`src/rtl/serial_adder.sv`:
```
// Digit-serial add/subtract: DIGIT bits per cycle, result after WIDTH/DIGIT cycles in RUN.
// No backpressure; start is ignored while busy, and held start in DONE chains the next operation.
module serial_adder #(
    parameter int WIDTH = 8,
    parameter int DIGIT = 2
) (
    input  logic             clk,
    input  logic             rst_n,
    input  logic             start,
    input  logic             sub,
    input  logic             cin,
    input  logic [WIDTH-1:0] a,
    input  logic [WIDTH-1:0] b,
    output logic             busy,
    output logic             done,
    output logic [WIDTH-1:0] sum,
    output logic             cout,
    output logic             ovf
);

    localparam int STEPS = (DIGIT >= 1) ? WIDTH / DIGIT : 1;
    localparam int CW    = (STEPS > 1) ? $clog2(STEPS) : 1;
    localparam logic [CW-1:0] LAST = CW'(STEPS - 1);

    generate
        if (DIGIT < 1) begin : g_bad_digit
            $error("serial_adder: DIGIT must be >= 1");
        end else if (WIDTH % DIGIT != 0) begin : g_bad_width
            $error("serial_adder: WIDTH must be a multiple of DIGIT");
        end
    endgenerate

    typedef enum logic [1:0] {IDLE, RUN, DONE} state_t;

    state_t           state, state_nxt;
    logic [WIDTH-1:0] a_reg, b_reg, acc, acc_nxt;
    logic             carry;
    logic [CW-1:0]    step;
    logic [31:0]      base;
    logic [DIGIT-1:0] a_slice, b_slice;
    logic [DIGIT:0]   slice_sum;
    logic             accept, last;

    always_comb begin
        base      = 32'(step) * DIGIT;
        a_slice   = a_reg[base +: DIGIT];
        b_slice   = b_reg[base +: DIGIT];
        slice_sum = {1'b0, a_slice} + {1'b0, b_slice} + {{DIGIT{1'b0}}, carry};
        acc_nxt   = acc;
        acc_nxt[base +: DIGIT] = slice_sum[DIGIT-1:0];
        last      = (step == LAST);
        accept    = start && (state != RUN);
        busy      = (state == RUN);
        done      = (state == DONE);
        state_nxt = state;
        case (state)
            IDLE:    if (start) state_nxt = RUN;
            RUN:     if (last) state_nxt = DONE;
            DONE:    state_nxt = start ? RUN : IDLE;
            default: state_nxt = IDLE;
        endcase
    end

    always_ff @(posedge clk) begin
        if (!rst_n) begin
            state <= IDLE;
            a_reg <= '0;
            b_reg <= '0;
            acc   <= '0;
            carry <= 1'b0;
            step  <= '0;
            sum   <= '0;
            cout  <= 1'b0;
            ovf   <= 1'b0;
        end else begin
            state <= state_nxt;
            if (accept) begin
                a_reg <= a;
                b_reg <= sub ? ~b : b;
                carry <= sub ? 1'b1 : cin;
                step  <= '0;
            end else if (state == RUN) begin
                acc   <= acc_nxt;
                carry <= slice_sum[DIGIT];
                step  <= step + 1'b1;
                // Carry into the MSB is recovered from the MSB's own sum bit and operands.
                if (last) begin
                    sum  <= acc_nxt;
                    cout <= slice_sum[DIGIT];
                    ovf  <= a_reg[WIDTH-1] ^ b_reg[WIDTH-1] ^ acc_nxt[WIDTH-1] ^ slice_sum[DIGIT];
                end
            end
        end
    end

endmodule

```
`config.mk`:
```
export PLATFORM = sky130hd
export DESIGN_NAME = serial_adder
export DESIGN_NICKNAME = d
export VERILOG_FILES = /design/src/rtl/serial_adder.sv
export SDC_FILE = /design/constraint.sdc
export NUM_CORES = 1
export LEC_CHECK = 0
export CAP_MARGIN = 20
export CORE_MARGIN = 2
export CORE_UTILIZATION = 33
export CTS_CLUSTER_SIZE = 30
export DETAILED_ROUTE_END_ITERATION = 10
export DONT_BUFFER_PORTS = 1
export PLACE_DENSITY = 0.44
export SYNTH_ARGS = -nofsm -noshare
export SYNTH_HDL_FRONTEND = slang
export SYNTH_SLANG_ARGS = --single-unit
export TNS_END_PERCENT = 10
```
`constraint.sdc`:
```
create_clock -name clk -period 2.9 [get_ports clk]
set_input_delay 0.29 -clock clk [delete_from_list [all_inputs] [get_ports clk]]
set_output_delay 0.29 -clock clk [all_outputs]
set_load 0.05 [all_outputs]
```
==> results_dict.tcl <==
set metrics [dict create \
    grt_pass1_vias 1296 \
    synth_nets 228 \
    fin_util_pct 37.0 \
    yosysTopAreaCell "dfxtp_1" \
    worstSetupEndpointType "flop" \
    synth_top_area_share_pct 40.4 \
    fp.coreArea_um2 5570 \
    setup_viol 0 \
    drv_cap 0 \
    portBuffers 0 \
    drtIter0Drc 51 \
    crit_required_ns 3.07 \
    diodes 0 \
    grt_pass1_wl_um 6510 \
    initial_core_util_pct 34.7 \
    yosys_warnings 0 \
    syn_area_per_cell_um2 9.71 \
    cts_resized 0 \
    fill_cells 576 \
    fin_skew_ns 0.00384 \
    die_y_um 80.5 \
    cts_setup_buffers 0 \
    ir_drop_uv 179 \
    drtAntennaViolNets 0 \
    pre_cts_ws_ns 0.259 \
    worstReg2RegStart "step[0]" \
    post-route-min-period_ns 2.65 \
    synth_xor_area_share_pct 4.99 \
    synth.distinct_cells 34 \
    p_leak_nw 0.970 \
    boundaryPins 33 \
    timing.final.max_slew_violations 0 \
    setup_ws_ns 0.248 \
    period_share_pct 91.5 \
    endpoint "ovf" \
    std_cell_rows 27 \
    cts_tree "yes" \
    postCtsHoldBufs 0 \
    grt_usage_pct 13.4 \
    cp_max_fo 13 \
    area_growth_syn_to_layout_pct 6.80 \
    yosysSeqAreaShare_pct 40.4 \
    place.gp.congestion 0.813 \
    synthTopCellsByArea "dfxtp_1 (40%), o211a_1 (11%), nand2_1 (8.0%)" \
    dieArea_um2 6480 \
    clk_path_buf_depth 2 \
    clkLatencyLatePin_ns 0.29 \
    finalWirelength_um 3890 \
    overflow 0 \
    hpwl_um 2800 \
    synth-simple-area-share_pct 15.8 \
    p_per_area_nw_per_um2 556 \
    antenna_found_initial 0 \
    setup_tns_ns 0 \
    grt_max_degree 39 \
    h-tree-depth 2 \
    synth_edf_count 0 \
    synth_top_family_by_area "compound AO/OA/AOI/OAI gates" \
    final_net_count 225 \
    max_clock_freq_mhz 377 \
    die_w_um 80.5 \
    r2r-end "ovf" \
    synth-compound-area-share_pct 22.5 \
    status "complete, no violations" \
    syn_inst 199 \
    first_pass_iters 4 \
    clkSinkCount 39 \
    num_vias 1339 \
    r2r_slack_ns 0.25 \
    hold_path.class "primary input to flop" \
    root_buffer "clkbuf_8" \
    place_area_um2 1960 \
    drive_above_1_share_pct 11.2 \
    muxShareOfSynthArea_pct 4.66 \
    via_per_inst 4.98 \
    synthFlopType "dfxtp_1" \
    ff2ff_path_depth 9 \
    synth_common_cells "nand2_1 (41), dfxtp_1 (39), o211a_1 (21), nor2b_1 (11), xnor2_1 (11)" \
    syn_area_um2 1930 \
    worst_pin_slew_ns 0.929 \
    grt_setup_unrepaired "false" \
    avgRoutedWirePerCell_um 14.4 \
    final_area_um2 2060 \
    synthAdderAreaFrac_pct 5.96 \
    yosysMostFrequentCell "nand2_1" \
    final_cells 269 \
    drc 0 \
    clk_pin_slew_ns 0.08 \
    criticalPathCategory "flop to flop" \
    async_flop_share_pct 0 \
    crit_path_start "step[0]" \
    cp.arrival_ns 2.83 \
    hold_violations 0 \
    synth-seq-cells 39 \
    dp_cells 261 \
    slew-limit-headroom_pct 38.0 \
    min_path_cells 2 \
    start_kind "flop" \
    cts_inserted_buffers 5 \
]
cell type report:
type                            instances  area (um2)  area share, %
Clock buffer                            7        96.3           4.67
Sequential cell                        39         781           37.8
Tap cell                               72        90.1           4.37
Multi-Input combinational cell        140        1040           50.5
Timing Repair Buffer                    2        15.0          0.728
Inverter                                8        32.5           1.58
Clock inverter                          1        7.51          0.364
cell usage in the layout, fill, tap and decap left out, drive strengths merged:
cell and instances:
xnor2 11, mux4 4, inv 8, and4b 1, nor2 8, clkbuf 7, dfxtp 39, a211oi 1
o22ai 1, nand2 41, a31oi 4, o21ai 5, nor2b 11, ha 6, fa 2, a21boi 8
o211a 21, buf 2, and3 1, a21oi 8, nand2b 1, o21a 1, clkinvlp 1, and2 2
a41oi 3
worst min path at each step:
stage,startpoint,to,slack [ns]
after floorplan,a[4],a_reg[4],0.42
after global placement,rst_n,carry,0.41
final,rst_n,sum[1],0.12
after detailed placement,rst_n,sum[1],0.41
after CTS,rst_n,sum[1],0.10
after global routing,rst_n,carry,0.1
power by group:
group	internal, W	switching, W
clock	0.000216	0.000187
combinational	0.0000738	0.0000861
sequential	0.000566	0.0000181
total	0.000856	0.000291
worst max-delay path: stages, from the launching register on:
cell and delay (ns):
dfxtp_1 0.36, buf_4 0.22, mux4_2 0.35, fa_1 0.38
inv_1 0.07, fa_1 0.42, nor2_1 0.28, a31oi_4 0.14
xnor2_1 0.24, a21oi_2 0.08
cell families (layout without fill, tap and decap cells):
family,after synthesis,in the layout
multiplexers,4,4
AO/OA/AOI/OAI,52,52
XOR/XNOR,11,11
buffers and inverters,20,18
AND/OR/NAND/NOR,65,65
adder cells (fa/ha/maj),8,8
flip-flops,39,39
stage by stage:
step,total power (W),hold slack (ns)
floorplan,0.000737,0.425
global placement,0.000754,0.412
detailed placement,0.000759,0.415
CTS,0.00117,0.104
global route,0.00121,0.0980
finish,0.00115,0.117
layer usage:
| layer | track usage [%] | routed length [um] | vias to the layer above |
|---|---|---|---|
| li1 | - | - | 679 |
| met1 | 17.8 | 1880 | 620 |
| met2 | 19.5 | 1640 | 34 |
| met3 | 4.94 | 307 | 6 |
| met4 | 5.08 | 62 | 0 |
| met5 | 0 | 0 | - |
Note: power is estimated with default switching activity, not from simulation.
